**src/rtl/cpu_run_monitor.sv**
```systemverilog
// Run controller and output monitor for the pipelined CPU core: reset sequencing, run timing and output-change capture.
// Optional per-capture cycle stamps are enabled by defining MON_TIMESTAMP_EN.
module cpu_run_monitor #(
    parameter int DATA_W       = 8,
    parameter int DEPTH        = 16,
    parameter int RESET_CYCLES = 8,
    parameter int RUN_CYCLES   = 1024,
    parameter int CNT_W        = 16
) (
    input  logic                       clk,
    input  logic                       master_reset,
    input  logic                       start,
    output logic                       cpu_reset,
    input  logic [DATA_W-1:0]          cpu_out,
    input  logic [$clog2(DEPTH)-1:0]   rd_addr,
    output logic [DATA_W-1:0]          rd_data,
    output logic [$clog2(DEPTH):0]     n_captured,
    output logic [CNT_W-1:0]           cycle_count,
    output logic                       busy,
    output logic                       done,
    output logic                       timeout
`ifdef MON_TIMESTAMP_EN
    ,
    output logic [CNT_W-1:0]           rd_stamp
`endif
);

    localparam int AW = $clog2(DEPTH);
    localparam int NW = AW + 1;
    localparam int HW = (RESET_CYCLES > 1) ? $clog2(RESET_CYCLES) : 1;

    localparam logic [NW-1:0]    FULL_N    = NW'(DEPTH);
    localparam logic [NW-1:0]    N_ONE     = NW'(1);
    localparam logic [HW-1:0]    HOLD_LAST = HW'(RESET_CYCLES - 1);
    localparam logic [HW-1:0]    HOLD_ONE  = HW'(1);
    localparam logic [CNT_W-1:0] RUN_LAST  = CNT_W'(RUN_CYCLES);
    localparam logic [CNT_W-1:0] CNT_ONE   = CNT_W'(1);
    localparam logic [CNT_W-1:0] CNT_MAX   = {CNT_W{1'b1}};

    typedef enum logic [1:0] {
        ST_IDLE = 2'b00,
        ST_HOLD = 2'b01,
        ST_RUN  = 2'b10,
        ST_DONE = 2'b11
    } state_t;

    state_t              state_q, state_d;
    logic [HW-1:0]       hold_q, hold_d;
    logic [NW-1:0]       n_q, n_d;
    logic [CNT_W-1:0]    cnt_q, cnt_d;
    logic [DATA_W-1:0]   prev_q, prev_d;
    logic                timeout_q, timeout_d;
    logic                busy_q, done_q, cpu_reset_q;
    logic [DATA_W-1:0]   rd_data_q;

    logic                cap_s;
    logic                wr_en_s;
    logic [NW-1:0]       n_inc_s;
    logic [CNT_W-1:0]    cur_cnt_s;

    logic [DATA_W-1:0]   mem_q [DEPTH];

    function automatic logic [CNT_W-1:0] sat_inc(input logic [CNT_W-1:0] val);
        if (val == CNT_MAX) begin
            sat_inc = val;
        end else begin
            sat_inc = val + CNT_ONE;
        end
    endfunction

    // Next-state and counter update for the run sequencer
    always_comb begin
        state_d   = state_q;
        hold_d    = hold_q;
        n_d       = n_q;
        cnt_d     = cnt_q;
        prev_d    = prev_q;
        timeout_d = timeout_q;
        cap_s     = 1'b0;
        n_inc_s   = n_q;
        cur_cnt_s = sat_inc(cnt_q);

        case (state_q)
            ST_IDLE, ST_DONE: begin
                if (start) begin
                    state_d   = ST_HOLD;
                    hold_d    = '0;
                    n_d       = '0;
                    cnt_d     = '0;
                    timeout_d = 1'b0;
                end else begin
                    state_d   = state_q;
                end
            end
            ST_HOLD: begin
                if (hold_q == HOLD_LAST) begin
                    state_d = ST_RUN;
                end else begin
                    hold_d  = hold_q + HOLD_ONE;
                end
            end
            ST_RUN: begin
                // cnt_q is still zero only during the first run cycle, which always captures
                cnt_d   = cur_cnt_s;
                prev_d  = cpu_out;
                cap_s   = (cnt_q == '0) || (cpu_out != prev_q);
                n_inc_s = cap_s ? (n_q + N_ONE) : n_q;
                n_d     = n_inc_s;
                if (n_inc_s == FULL_N) begin
                    state_d   = ST_DONE;
                    timeout_d = 1'b0;
                end else if (cur_cnt_s == RUN_LAST) begin
                    state_d   = ST_DONE;
                    timeout_d = 1'b1;
                end else begin
                    state_d   = ST_RUN;
                end
            end
            default: begin
                state_d = ST_IDLE;
            end
        endcase
    end

    assign wr_en_s = cap_s & master_reset;

    // State, counters and registered status outputs
    always_ff @(posedge clk) begin
        if (!master_reset) begin
            state_q     <= ST_IDLE;
            hold_q      <= '0;
            n_q         <= '0;
            cnt_q       <= '0;
            prev_q      <= '0;
            timeout_q   <= 1'b0;
            busy_q      <= 1'b0;
            done_q      <= 1'b0;
            cpu_reset_q <= 1'b1;
        end else begin
            state_q     <= state_d;
            hold_q      <= hold_d;
            n_q         <= n_d;
            cnt_q       <= cnt_d;
            prev_q      <= prev_d;
            timeout_q   <= timeout_d;
            busy_q      <= (state_d == ST_HOLD) || (state_d == ST_RUN);
            done_q      <= (state_d == ST_DONE);
            cpu_reset_q <= (state_d != ST_RUN);
        end
    end

    // Capture buffer write; contents deliberately survive master_reset
    always_ff @(posedge clk) begin
        if (wr_en_s) begin
            mem_q[n_q[AW-1:0]] <= cpu_out;
        end
    end

    // Registered read port, returns pre-write data on a same-address collision
    always_ff @(posedge clk) begin
        if (!master_reset) begin
            rd_data_q <= '0;
        end else begin
            rd_data_q <= mem_q[rd_addr];
        end
    end

`ifdef MON_TIMESTAMP_EN
    logic [CNT_W-1:0] stamp_q [DEPTH];
    logic [CNT_W-1:0] rd_stamp_q;

    // Stamp buffer write alongside each data capture
    always_ff @(posedge clk) begin
        if (wr_en_s) begin
            stamp_q[n_q[AW-1:0]] <= cur_cnt_s;
        end
    end

    // Registered stamp read, aligned with rd_data
    always_ff @(posedge clk) begin
        if (!master_reset) begin
            rd_stamp_q <= '0;
        end else begin
            rd_stamp_q <= stamp_q[rd_addr];
        end
    end

    assign rd_stamp = rd_stamp_q;
`endif

    assign cpu_reset   = cpu_reset_q;
    assign rd_data     = rd_data_q;
    assign n_captured  = n_q;
    assign cycle_count = cnt_q;
    assign busy        = busy_q;
    assign done        = done_q;
    assign timeout     = timeout_q;

endmodule

```
**config.mk**
```make
export PLATFORM = sky130hd
export DESIGN_NAME = cpu_run_monitor
export DESIGN_NICKNAME = d
export VERILOG_FILES = /design/src/rtl/cpu_run_monitor.sv
export SDC_FILE = /design/constraint.sdc
export NUM_CORES = 1
export LEC_CHECK = 0
export ABC_CLOCK_PERIOD_IN_PS = 2920
export CAP_MARGIN = 10
export CORE_MARGIN = 3
export CORE_UTILIZATION = 60
export CTS_BUF_LIST = sky130_fd_sc_hd__clkbuf_8
export CTS_CLUSTER_SIZE = 24
export DETAILED_ROUTE_END_ITERATION = 8
export DONT_BUFFER_PORTS = 1
export PLACE_DENSITY_LB_ADDON = 0.2
export SETUP_SLACK_MARGIN = 0.02
export SYNTH_ARGS = -nofsm -noshare
export SYNTH_HDL_FRONTEND = slang
export SYNTH_SLANG_ARGS = --single-unit
```
**constraint.sdc**
```tcl
create_clock -name clk -period 2.92 [get_ports clk]
set_input_delay 0.438 -clock clk [delete_from_list [all_inputs] [get_ports clk]]
set_output_delay 0.438 -clock clk [all_outputs]
set_load 0.05 [all_outputs]
```
; ---- After elaboration in Yosys (flattened, before gate mapping)
; Memories as Yosys holds them, arrays and structs flattened. A register that Yosys moved wholly into a read port is not among the register bits.
; Cells that the tools add are included.
[totals]
register_bits = 38
latch_bits = 0
ram_bits = 128
rom_bits = 0
inputBits = 15
output_inout_bits = 33
wordCells = 61
memories = 1
[memory_table]
columns = name, words, width, read_ports, rd_ports_with_merged_regs, wr, line_no
row1 = mem_q, 16, 8, 1, 1, 1, 61  ; logic [DATA_W-1:0] mem_q [DEPTH];
[op_classes]
add_sub_neg = 3
multipliers = 0
n_div = 0
magnitude_cmp = 0
n_eq_ne = 15
shifts = 0
mux = 21
bitwise_logic = 1
n_reduce_logical = 11
[op_table]
columns = op, n
row1 = $mux W16, 2
row2 = $pmux W16 S2, 1
row3 = $add A16 B1 Y16 const B, 1
row4 = $eq A16 B11 Y1 const B, 1
row5 = $eq A16 B16 Y1 const B, 1
row6 = $logic_not A16 Y1, 1
row7 = $mux W5, 2
row8 = $pmux W5 S2, 1
row9 = $eq A2 B2 Y1 const B, 4
row10 = $mux W1, 8
row11 = $ne A8 B8 Y1, 1
row12 = $mux W3, 2
row13 = $ne A2 B2 Y1 const B, 3
row14 = $pmux W2 S3, 1
row15 = $pmux W3 S2, 1
row16 = $reduce_and A3 Y1, 2
row17 = $add A5 B1 Y5 const B, 1
row18 = $eq A5 B5 Y1 const B, 1
row19 = $eq A2 B1 Y1 const B, 2
row20 = $mux W2, 2
row21 = $reduce_bool A2 Y1, 2
row22 = $add A3 B1 Y3 const B, 1
row23 = $eq A3 B3 Y1 const B, 1
row24 = $ne A3 B3 Y1 const B, 1
row25 = other kinds (7), 8

; ---- Logic depth before layout (Yosys ltp)
[depth]
word_depth = 8
ltp_mapped = 11
depth_no_buf = 10

; ---- Worst setup path before layout
; Ideal clock, no wire load.
[synth_timing]
path_type = register -> register
from = reg cnt_q[0] (netlist: cycle_count[0])
to = reg busy_q (netlist: busy)
setup_ps = 115
arrival_time_ps = 2774
required_ps = 2805
slack_ps = 31
stages_incl_launch_ff = 10
n_path_buf = 0
period_less_slack_ps = 2889
cell_sequence = dfxtp_1 > ha_1 > nand3_1 > nor4_1 > mux2_2 > nor4_2 > nand4_1 > o211ai_2 > ha_1 > and2_1
[synth_between]
elab_chain_len = 8
word_cells_on_any_way = 14
cone_classes = 1 x add/sub / 5 x eq/ne / 5 x mux / 3 x reduce/logical
[synth_lines]
columns = item, line_no
row1 = "start, declared", 50  ; logic [CNT_W-1:0] cnt_q, cnt_d;
row2 = "start signal, assigned", 143  ; cnt_q <= cnt_d;
row3 = "$add A16 B1 Y16, or another cell as far along", 67  ; sat_inc = val + CNT_ONE;
row4 = $mux W16 or $logic_or A1 B1 Y1 (tied branches), "64, 106"
row5 = $eq A16 B11 Y1 or $mux W5 (tied branches), "112, 107"
row6 = $mux W1 or $eq A5 B5 Y1 (tied branches), "112, 109"
row7 = $mux W1 (*), 109  ; if (n_inc_s == FULL_N) begin
row8 = $pmux W2 S3 (*), 83  ; case (state_q)
row9 = $eq A2 B1 Y1 or $eq A2 B2 Y1 (tied branches), 146  ; busy_q <= (state_d == ST_HOLD) || (state_d == ST_RUN);
row10 = $logic_or A1 B1 Y1 (*), 146
row11 = "end signal, assigned", 146
row12 = "end, declared", 53  ; logic busy_q, done_q, cpu_reset_q;
; Mark *: on every way between the ends. The rest lies on a longest branch, timed or not.
; A chain may end at the register's enable or synchronous reset.

; ---- Worst setup path after layout
; Ends and elaborated chain as after synthesis.

==> out/qor_table.md <==
| Group | Result | Value |
|:---|:---|:---|
| status | Result of the run | finished, final reports clean |
| clocking | CTS Hold Bufs | 0 |
| critical path | Library cell contributing the largest single delay on the critical path | sky130_fd_sc_hd__dfxtp_1 |
| logic synthesis | Net Count, Synth | 551 |
| pwr | Switching fraction of total power | 20.67% |
| sta | Pins over their slew limit | 0 |
| finish | Layout overhead on the synthesized area | 9.580% |
| critical path | CP Data Arrival Time | 3050 ps |
| sta | Total negative slack for setup checks | 0 ps |
| critical path | Count of buffer and inverter cells on the critical path | 2 |
| pwr | Clock power frac | 35.5% |
| clocking | Insertion delay to the later sink of the worst-skew pair | 450 ps |
| sta | Fin crit period | 2704 ps |
| routing | DRT Wirelength | 15.59 mm |
| clocking | Number of sinks handled by clock tree synthesis | 174 |
| place | Final weighted congestion in routability-driven placement | 0.9588 |
| clocking | Clock slew at reported path FFs | 90 ps |
| run | Maxcap violations | 0 |
| logic synthesis | Compound-cell area share of the yosys netlist | 6.525% |
| logic synthesis | Primary FF master, synth | sky130_fd_sc_hd__edfxtp_1 |
| sta | Maximum clock frequency | 0.3698 GHz |
| logic synthesis | Asr flop ratio synth | 0% |
| logic synthesis | Synthesized-area fraction occupied by and/or/nand/nor cells | 10.54% |
| sta | Unrepaired setup endpoints after global routing | no |
| floorplan | Initial core utilization | 61.97% |
| routing | Via-per-instance ratio | 6.174 |
| global route | Leftover overflow at the end of global routing | 0 |
| critical path | List of cells traversed by the critical path | buf_4 > inv_1 > ha_1 > nor3b_1 > nand4_1 > and3_1 > mux2i_1 > a211o_1 > o211ai_2 > ha_1 > and2_1 |
| routing | Wire length per cell | 21.35 um |
| finish | Final core occ | 67.90% |
| logic synthesis | Multiplexer share of the synthesized area | 13.56% |
| logic synthesis | Synth cell types | 51 |
| logic synthesis | Ys Warns | 0 |
| global route | First-pass GRT wire length | 25.15 mm |
| place | Final HPWL DP | 10.67 mm |
| floorplan | Std cell rows | 40 |
| logic synthesis | Part of the Yosys area used for sequential elements | 63.22% |
| pwr | Sum of internal, switching and leakage power | 0.004426 W |
| logic synthesis | Mean cell area of the mapped netlist | 14.35 um2 |
| logic synthesis | Post-Synth XOR/XNOR Area | 1.278% |
| clocking | Worst-case clock buffer depth | 2 |
| global route | Initial antenna violation count | 0 |
| sta | Slew at the pin closest to its max-slew limit | 879.3 ps |
| clocking | CTS tree | built |
| hold path | Type of the tightest min-delay check | input port to register |
| critical path | Critical path class | register to register |
| finish | Post-layout nets | 576 |
| critical path | Crit path launch type | register |
| floorplan | Y dimension of the die | 118.1 um |
| global route | Maximum number of pins on one net before global-route repair | 33 |
| logic synthesis | Post-synthesis sequential element count | 174 |
| routing | Violation count after the first detailed-routing iteration | 554 |
| clocking | Clock buffer count from CTS | 17 |
| critical path | Cell mode on critical path | sky130_fd_sc_hd__ha_1 |
| sta | Number of setup violations in the final report | 0 |
| logic synthesis | Largest family of logic cells by synthesized area | multiplexers |
| routing | Antenna-violating nets left | 0 |
| critical path | Crit-path leading delay family | simple AND/OR/NAND/NOR gates |
| floorplan | Core region area | 12160 um2 |
| critical path | CP peak stage delay | 370 ps |
| global route | Via count of the first global-routing pass | 4437 |
| finish | Fill cell instance count of the final layout | 868 |
| floorplan | Floorplan die area | 13940 um2 |
| routing | Post-detailed-route DRC marker count | 0 |
| routing | Iteration count of the initial detailed-routing pass | 5 |
| place | Total of buffers placed on input and output ports | 0 |
| sta | Headroom to the max-slew limit | 40.98% |
| pwr | Flop pwr share | 61.1% |
| critical path | Req. time, crit path | 3260 ps |
| clocking | # H-tree levels | 4 |
| clocking | Root Buffer Master | sky130_fd_sc_hd__clkbuf_8 |
| pwr | Power dissipated by switching net loads | 0.0009149 W |
| logic synthesis | Fraction of the mapped netlist area in adder cells | 1.826% |
| logic synthesis | EDFF count, synth | 128 |
| routing | Total number of vias | 4507 |
| finish | Antenna cell count | 0 |
| floorplan | Number of primary I/O pins | 48 |
| sta | Final setup skew | 11.69 ps |
| pwr | Int Power | 0.003511 W |
| critical path | Highest fanout seen on the critical path | 9 |
| logic synthesis | Area of the mapped netlist | 7536 um2 |
| critical path | Capturing element type of the critical path | register |
| sta | Ratio of final minimum period to clock period | 92.62% |
| pwr | Power density over the cells | 535.9 nW/um2 |
| logic synthesis | Number of instances in the synthesized netlist | 525 |
| pwr | Worst ir drop on vdd | 316.1 uV |
| sta | Final-report hold violation count | 0 |
| pwr | Comb pwr share | 3.4% |
| global route | Global-route usage over all layers | 23.65% |
| finish | Layout cell share with drive strength beyond 1 | 21.53% |
| pwr | Reported leakage power | 2.758 nW |
| floorplan | Horizontal die dimension | 118.1 um |
cell type report:
type	count	area (um2)	area share (%)
clock buffers	18	247.7	3.000
clock inverters	13	127.6	1.545
inverters	9	33.78	0.4091
multi-input cells	305	2551	30.89
flip-flops and latches	174	4765	57.70
well taps	168	210.2	2.545
repair buffers	43	322.8	3.909
worst paths after layout:
check | startpoint | end | slack, ps | cells past startpoint
setup / recovery | cycle_count[0] | busy | 220 | 11
hold / removal | cpu_out[2] | mem_q[2][2] | 80 | 0
setup reg to reg | cycle_count[0] | busy | 220 | 11
hold reg to reg | hold_q[1] | hold_q[1] | 460 | 2
Yosys cell counts, types with 8 or more instances:
cell type	count	share of area [%]
sky130_fd_sc_hd__a31oi_1	8	0.66
sky130_fd_sc_hd__clkbuf_1	19	0.95
sky130_fd_sc_hd__and2_1	13	1.1
sky130_fd_sc_hd__nor3_1	12	0.80
sky130_fd_sc_hd__nand2_1	24	1.2
sky130_fd_sc_hd__nand3_1	12	0.80
sky130_fd_sc_hd__edfxtp_1	128	51
sky130_fd_sc_hd__mux2i_1	11	1.5
sky130_fd_sc_hd__ha_1	11	1.8
sky130_fd_sc_hd__dfxtp_1	46	12
sky130_fd_sc_hd__o21ai_0	18	1.2
sky130_fd_sc_hd__xor2_1	9	1.0
sky130_fd_sc_hd__a21oi_1	21	1.4
sky130_fd_sc_hd__nor2_1	50	2.5
sky130_fd_sc_hd__buf_2	9	0.60
sky130_fd_sc_hd__inv_1	9	0.45
sky130_fd_sc_hd__mux4_2	40	12
logic make-up (layout without fill, tap and decap cells):
group,after synthesis,in the layout
AO/OA/AOI/OAI,76,76
flip-flops,174,174
multiplexers,52,52
adder cells (fa/ha/maj),11,11
XOR/XNOR,11,11
buffers and inverters,46,83
AND/OR/NAND/NOR,155,155
layout by cell type (no fill, tap or decap), drive strengths merged, types with 12 or more instances in the layout:
| cell type | instances |
|---|---|
| a21oi | 21 |
| dfxtp | 46 |
| nand2 | 24 |
| edfxtp | 128 |
| and2 | 13 |
| nand3 | 12 |
| nor3 | 12 |
| inv | 13 |
| o21ai | 20 |
| clkbuf | 18 |
| buf | 43 |
| mux4 | 40 |
| nor2 | 50 |
power groups by stage:
stage | Sequential (W) | Clock, W | Combinational [W]
2_1_floorplan | 0.00276 | 0 | 0.000139
3_3_place_gp | 0.00276 | 0 | 0.000145
3_5_place_dp | 0.00276 | 0 | 0.000149
4_1_cts | 0.00270 | 0.00161 | 0.000149
5_1_grt | 0.00270 | 0.00172 | 0.000162
6_report | 0.00270 | 0.00157 | 0.000150
what timing repair did:
action / in CTS / in global routing
resized for setup: 0 / 2
setup endpoints to repair: 0 / 26
buffers inserted: 0 / 0
hold endpoints to repair: 0 / 0
flip-flops by register name, summed over array words and instances, names as in the netlist:
name / cells
busy: 1
cpu_reset: 1
cycle_count: 16
done: 1
hold_q: 3
mem_q: 128
n_captured: 5
prev_q: 8
rd_data: 8
state_q: 2
timeout: 1
routing by layer:
layer | wire length, um | share of wire, % | global-route usage, %
met1 | 6899 | 44 | 35.74
met2 | 7341 | 47 | 35.01
met3 | 1171 | 7.5 | 5.382
met4 | 174 | 1.1 | 6.593
met5 | 0 | 0 | 0
metrics by stage:
| step | instance area, um2 | setup WS (ps) | hold WS, ps | cells |
|---|---|---|---|---|
| detailed placement | 7874 | 152.6 | 454.4 | 699 |
| global placement | 7874 | 312.1 | 443.1 | 699 |
| floorplan | 7536 | 31.11 | 435.6 | 525 |
| global route | 8258 | 36.52 | 42.91 | 730 |
| finish | 8258 | 215.5 | 81.54 | 730 |
| CTS | 8249 | 139.1 | 57.25 | 730 |
worst reg2reg max path, stage by stage (launching register included):
cell	delay (ps)
sky130_fd_sc_hd__dfxtp_1	370
sky130_fd_sc_hd__buf_4	250
sky130_fd_sc_hd__inv_1	110
sky130_fd_sc_hd__ha_1	220
sky130_fd_sc_hd__nor3b_1	140
sky130_fd_sc_hd__nand4_1	160
sky130_fd_sc_hd__and3_1	370
sky130_fd_sc_hd__mux2i_1	310
sky130_fd_sc_hd__a211o_1	150
sky130_fd_sc_hd__o211ai_2	100
sky130_fd_sc_hd__ha_1	280
sky130_fd_sc_hd__and2_1	150
No activity file was read; power rests on OpenSTA's default activity.
